===== config.mk =====
export PLATFORM = sky130hd
export DESIGN_NAME = sort5_seq_ctrl
export DESIGN_NICKNAME = d
export VERILOG_FILES = /design/src/rtl/sort5_seq_ctrl.sv
export SDC_FILE = /design/constraint.sdc
export NUM_CORES = 1
export LEC_CHECK = 0
export CORE_MARGIN = 3
export CORE_UTILIZATION = 45
export CTS_CLUSTER_DIAMETER = 30
export DETAILED_ROUTE_END_ITERATION = 7
export MAX_ROUTING_LAYER = met4
export PLACE_DENSITY = 0.69
export SYNTH_ARGS = -nofsm -noshare
export SYNTH_HDL_FRONTEND = slang
export SYNTH_SLANG_ARGS = --single-unit
export TNS_END_PERCENT = 20

===== constraint.sdc =====
create_clock -name clk -period 10.3 [get_ports clk]
set_input_delay 2.06 -clock clk [delete_from_list [all_inputs] [get_ports clk]]
set_output_delay 2.06 -clock clk [all_outputs]
set_load 0.05 [all_outputs]

===== src/rtl/sort5_seq_ctrl.sv =====
// Word-serial sorting controller: loads N words, runs N-1 bubble passes
// (one per clock), then streams the words out in ascending order.
module sort5_seq_ctrl #(
  parameter int WIDTH = 8,
  parameter int N     = 5
) (
  input  logic             clk,
  input  logic             rst_n,
  input  logic [WIDTH-1:0] in_data,
  input  logic             in_valid,
  output logic             in_ready,
  output logic [WIDTH-1:0] out_data,
  output logic             out_valid,
  input  logic             out_ready,
  output logic             out_last,
  input  logic             abort,
  output logic             busy
);

  localparam int IW = $clog2(N) + 1;
  localparam int AW = $clog2(N);

  typedef enum logic [1:0] {LOAD, SORT, DRAIN} state_t;

  state_t           state_q, state_d;
  logic [WIDTH-1:0] r_q [N];
  logic [WIDTH-1:0] r_d [N];
  logic [WIDTH-1:0] pass_r [N];
  logic [IW-1:0]    idx_q, idx_d, idx_nxt;
  logic [IW-1:0]    pcnt_q, pcnt_d;
  logic             in_ready_q, in_ready_d;
  logic             out_valid_q, out_valid_d;
  logic             out_last_q, out_last_d;
  logic             busy_q, busy_d;
  logic [WIDTH-1:0] out_data_q, out_data_d;

  // One compare-exchange chain: the carried value c bubbles the maximum upward.
  always_comb begin
    logic [WIDTH-1:0] c;
    pass_r = r_q;
    c      = r_q[0];
    for (int unsigned i = 1; i < N; i++) begin
      if (c > r_q[i]) begin
        pass_r[i-1] = r_q[i];
      end else begin
        pass_r[i-1] = c;
        c           = r_q[i];
      end
    end
    pass_r[N-1] = c;
  end

  always_comb begin
    state_d     = state_q;
    r_d         = r_q;
    idx_d       = idx_q;
    pcnt_d      = pcnt_q;
    in_ready_d  = in_ready_q;
    out_valid_d = out_valid_q;
    out_last_d  = out_last_q;
    busy_d      = busy_q;
    out_data_d  = out_data_q;
    idx_nxt     = idx_q + IW'(1);

    if (abort) begin
      state_d     = LOAD;
      idx_d       = '0;
      pcnt_d      = '0;
      out_valid_d = 1'b0;
      out_last_d  = 1'b0;
      busy_d      = 1'b0;
      in_ready_d  = 1'b1;
    end else begin
      unique case (state_q)
        LOAD: begin
          in_ready_d = 1'b1;
          if (in_valid && in_ready_q) begin
            r_d[idx_q[AW-1:0]] = in_data;
            idx_d              = idx_nxt;
            if (idx_q == IW'(N - 1)) begin
              in_ready_d = 1'b0;
              idx_d      = '0;
              pcnt_d     = '0;
              busy_d     = 1'b1;
              state_d    = SORT;
            end
          end
        end
        SORT: begin
          r_d    = pass_r;
          pcnt_d = pcnt_q + IW'(1);
          if (pcnt_q == IW'(N - 2)) begin
            state_d     = DRAIN;
            idx_d       = '0;
            out_valid_d = 1'b1;
            out_last_d  = 1'b0;
            out_data_d  = pass_r[0];
          end
        end
        DRAIN: begin
          if (out_valid_q && out_ready) begin
            if (out_last_q) begin
              state_d     = LOAD;
              idx_d       = '0;
              out_valid_d = 1'b0;
              out_last_d  = 1'b0;
              busy_d      = 1'b0;
              in_ready_d  = 1'b1;
            end else begin
              // Present the next element right away so the stream has no bubble.
              idx_d      = idx_nxt;
              out_data_d = r_q[idx_nxt[AW-1:0]];
              out_last_d = (idx_nxt == IW'(N - 1));
            end
          end
        end
        default: state_d = LOAD;
      endcase
    end
  end

  always_ff @(posedge clk or negedge rst_n) begin
    if (!rst_n) begin
      state_q     <= LOAD;
      r_q         <= '{default: '0};
      idx_q       <= '0;
      pcnt_q      <= '0;
      in_ready_q  <= 1'b0;
      out_valid_q <= 1'b0;
      out_last_q  <= 1'b0;
      busy_q      <= 1'b0;
      out_data_q  <= '0;
    end else begin
      state_q     <= state_d;
      r_q         <= r_d;
      idx_q       <= idx_d;
      pcnt_q      <= pcnt_d;
      in_ready_q  <= in_ready_d;
      out_valid_q <= out_valid_d;
      out_last_q  <= out_last_d;
      busy_q      <= busy_d;
      out_data_q  <= out_data_d;
    end
  end

  assign in_ready  = in_ready_q;
  assign out_valid = out_valid_q;
  assign out_last  = out_last_q;
  assign busy      = busy_q;
  assign out_data  = out_data_q;

endmodule


* After elaboration in Yosys (flattened, before gate mapping)
Cells that the tools add are included.
** Cells by class
- Order comparisons :: 7
- Reduce and logical (&&, ||, !) cells :: 20
- Muxes and demuxes :: 58
- Shifts and indexed selects :: 0
- Div/mod/pow operators :: 0
- Multipliers :: 0
- Equality and inequality tests :: 15
- Bitwise gates (word level) :: 3
- Add/sub/neg operators :: 2
** Operator list (count)
- 8-bit two-way mux :: 14
- 40-bit case mux with 2 select lines :: 1
- 40-bit bitwise mux :: 1
- 40-bit two-way mux :: 1
- 4-bit two-way mux :: 9
- 8-bit greater-than comparator :: 4
- 8-bit binary-select mux with 3-bit select :: 1
- 8-bit demux with 3-bit select :: 1
- 1-bit two-way mux :: 16
- 8-bit case mux with 2 select lines :: 1
- 3-bit inequality test, second input constant :: 5
- 5-bit AND reduction :: 3
- 2-bit two-way mux :: 6
- 4-bit case mux with 3 select lines :: 1
- 3-bit AND reduction :: 4
- 4-bit AND reduction :: 3
- 2-bit inequality test, second input constant :: 5
- 3-bit nonzero test :: 3
- 4-bit by 1-bit adder with 4-bit output, second input constant :: 2
- 4-bit by 3-bit == test with 1-bit output, second input constant :: 2
- 4-bit >= comparator, second input constant :: 2
- 3-bit inverter with 4-bit output :: 2
- 1-bit case mux with 2 select lines :: 4
- 4-bit case mux with 2 select lines :: 1
- other kinds (10) :: 13
** Storage, ports and cells
- ROM bits :: 0
- Bits of input ports :: 13
- Latch bits :: 0
- Output and inout port bits :: 12
- Flip-flop bits (word level) :: 62
- RAM bits :: 0
- Memories kept :: 0

* Longest topological paths before layout
- Word-level depth :: 9
- Gate-level depth with buffers :: 32
- Depth with buffers taken out :: 27

* Worst setup path after synthesis
OpenSTA, ideal clock, no wires.
- Path kind :: reg2reg
- From :: reg r_q[25] (netlist bit)
- To :: reg r_q[10] (netlist bit)
- Setup time :: 0.148 ns
- Setup slack :: 3.870 ns
- Required time :: 10.152 ns
- Data arrival time :: 6.281 ns
- Stages on the path, launching flop included :: 33
- Path through :: dfrtp_1 inv_1 ha_1 nor2b_1 o211a_1 o211ai_2 buf_2 a21boi_0 or2_2 ha_1 and3_1 a221o_1 a22oi_2 buf_2 nand2_1 o21a_1 ha_1 nor2b_1 o211ai_1 a211oi_2 or2_1 buf_2 buf_4 o311ai_1 and2_1 ha_1 nand3_1 nor3_1 a31o_2 nor2_1 clkbuf_1 a21o_1 a32oi_1
** On the way
- Cells in the longest elaborated chain, start to end :: 9
** RTL lines
- from (decl) :: RTL line 26 : logic [WIDTH-1:0] r_q [N];
- from (signal assigned) :: RTL line 135 : r_q <= r_d;
- 8-bit greater-than comparator :: RTL line 43 : if (c > r_q[i]) begin
- 8-bit two-way mux * :: RTL line 43
- 8-bit greater-than comparator :: RTL line 43
- 8-bit two-way mux * :: RTL line 43
- 8-bit greater-than comparator :: RTL line 43
- 8-bit two-way mux * :: RTL line 43
- 8-bit greater-than comparator :: RTL line 43
- 8-bit two-way mux * :: RTL line 43
- 40-bit case mux with 2 select lines * :: RTL line 74 : unique case (state_q)
Mark *: on every way between the ends. The rest lies on a longest branch, timed or not.
A chain may end at the register's enable or synchronous reset.

* Final worst setup path
- From :: reg r_q[25] (netlist bit)
- To :: reg r_q[9] (netlist bit)
Same word-level chain as after synthesis.

==> results.txt <==
Status: complete, no violations
Area of the multi-input gates: 3380 um^2
Worst Hold Class: flip-flop to flip-flop
Total track usage: 25.6%
Routed vias: 5004
Htree depth: 3
Min Hold Slack: 0.478 ns
Synth Instances: 613
Post-place setup slack: 1.86 ns
P&R area growth vs syn: 11.2%
I/O Pins: 25
Slowest cell delay on critical path: 0.80 ns
Largest family of logic cells by synthesized area: compound AO/OA/AOI/OAI gates
Number of synthesized flops with an enable pin: 0
Post-synthesis async set-or-reset flop share: 100%
Complex-gate fraction of the synthesized area: 26.7%
Fillers: 1030
CP max-delay cell: nor2_1
Final #Nets: 672
Startpoint types: flip-flop
Yosys warning count: 0
Multiplexer area fraction after synthesis: 9.05%
Synth cell count leaders: 64 x nand2_1, 62 x dfrtp_1, 40 x inv_1
DRT Wirelength: 15900 um
Post-Synthesis Cell Area: 5230 um^2
Ant. Diodes: 0
Post-CTS Hold Buffers: 0
Total CTS buffers: 9
Tcrit/Tclk final: 84.1%
Die Area: 12900 um^2
Core Area: 11100 um^2
Xor and xnor fraction of the mapped netlist area: 0.335%
CTS tree: built
Sequential area share after synthesis: 29.7%
Initial detailed-routing violation count: 590
Pins Over Slew Limit: 0
Adder-Cell Fraction of Synth Area: 9.33%
Dpl hpwl: 11700 um
First-pass DRT Iterations: 6
Core Rows: 38
Syn_nets: 665
Setup CP Type: flip-flop to flip-flop
Worst skew pair latency: 0.33 ns
First-pass GRT wire length: 25300 um
Main synth FF type: dfrtp_1
RSZ-0062 raised after global routing: false
Die W: 114 um
IO Port Bufs: 24
Cell mode on critical path: ha_1
Worst path arrival time: 8.83 ns
Worst-path clk slew: 0.05 ns
Crit-path max FO: 25
Post-CTS sizing: 0
Clock Path Buffers: 2
Cell variety after synth: 59
WL/cell: 20.8 um
Worst-Margin Slew: 1.23 ns
Slew headroom: 17.7%
Simple-gate share of the synthesized area: 19.2%
CP Data Required Time: 10.47 ns
Share of cells above drive strength 1: 8.97%
Max Clock Freq: 115 MHz
Main area contributors after synthesis: dfrtp_1 30%, ha_1 9.3%, nand2_1 4.6%
Skew final: 0.00418 ns
Maxcap violations: 0
Cells after DPL: 749
FF/Latch Area: 1550 um^2
CTS sink cnt: 62
Number of routed nets with antenna violations: 0
Synthesized area per cell: 8.53 um^2
Vias in the first global route: 4636
CP Capture Type: flip-flop
Setup-failing EPs final: 0
Vias/cell: 6.55
DRC Markers: 0
Gpl congestion: 0.902
Yosys top cell area share: 29.7%
Minimum clock period: 8.66 ns
GR Overflow Total: 0
Worst setup margin: 1.64 ns
Largest net degree at the start of global routing: 63
Initial antenna violation count: 0
Layout Cells excl Fill: 764
Dominant cell type by area after synthesis: dfrtp_1
Most common cell in the netlist: nand2_1
Setup TNS: 0 ns
Final Hold Fails: 0
Initial Util: 47.2%
Clk Tree Root Cell: clkbuf_16
Die height: 114 um
Post-CTS setup repair buffer count: 0
Register bit total from synthesis: 62
==> cell type report <==
type | count | area share, %
multi-input combinational | 480 | 58.1
sequential | 62 | 26.7
timing repair buffer | 27 | 4.43
clock buffer | 12 | 4.41
tap | 140 | 3.01
inverter | 40 | 2.58
clock inverter | 3 | 0.753
==> routing by layer <==
| layer | GRT usage (%) | part of all wire (%) |
|---|---|---|
| met1 | 35.6 | 44 |
| met2 | 37.6 | 44 |
| met3 | 4.83 | 8.6 |
| met5 | - | 0 |
| met4 | 8.79 | 3.5 |
==> critical path: cells and delay by family (launching register included) <==
family | cells | cell delay (ns)
AOI/OAI and AO/OA | 12 | 3.81
buffers and inverters | 2 | 0.41
adders and majority gates | 4 | 1.07
and+or+nand+nor | 10 | 2.77
DFF | 1 | 0.41
==> sequential cells by signal, summed over array words and instances, names as in the netlist <==
name,flops
out_data,8
r_q,40
state_q,2
busy,1
pcnt_q,4
in_ready,1
idx_q,4
out_last,1
out_valid,1
==> per-stage QoR <==
stage / cell area, um^2 / util [%]
floorplan: 5230 / -
global placement: 5520 / 49.8
CTS: 5820 / 52.5
finish: 5820 / 52.5
detailed placement: 5520 / 49.8
global route: 5820 / 52.5
==> final timing paths <==
path,from,endpoint,slack [ns],cells past startpoint
setup / recovery,r_q[25]$_DFFE_PN0P_,r_q[9]$_DFFE_PN0P_,1.64,28
hold / removal,out_data[0]$_DFFE_PN0P_,out_data[0]$_DFFE_PN0P_,0.48,2
setup reg to reg,r_q[25]$_DFFE_PN0P_,r_q[9]$_DFFE_PN0P_,1.64,28
hold reg to reg,out_data[0]$_DFFE_PN0P_,out_data[0]$_DFFE_PN0P_,0.48,2
max in group asynchronous,rst_n,r_q[17]$_DFFE_PN0P_,7.85,2
min in group asynchronous,rst_n,pcnt_q[2]$_DFFE_PN0P_,1.92,2
==> cells by family (layout without fill, tap and decap cells) <==
family          after synthesis  count (layout)
fa+ha+maj                    39              39
buf+inv                      71              82
flops                        62              62
simple gates                202             202
compound gates              201             201
xor+xnor                      2               2
mux                          36              36
==> cells in the final DEF (no fill, tap or decap), types with 9 or more instances in the layout <==
| cell | instances |
|---|---|
| nand2_1 | 64 |
| dfrtp_1 | 62 |
| inv_1 | 40 |
| ha_1 | 39 |
| a21oi_1 | 37 |
| o21ai_0 | 37 |
| nor2_1 | 33 |
| clkdlybuf4s50_1 | 23 |
| nor2b_1 | 20 |
| and3_1 | 18 |
| nand3_1 | 18 |
| a211oi_1 | 18 |
| mux2i_1 | 18 |
| o31ai_1 | 17 |
| nor3_1 | 17 |
| a21o_1 | 13 |
| a31oi_1 | 10 |
| mux2_2 | 10 |
| nand2b_1 | 9 |
| a221oi_1 | 9 |
| clkbuf_16 | 9 |
Power is left out: the tool's default activity adds up to more than one toggle a clock period on the data nets, which glitch-free logic cannot reach.
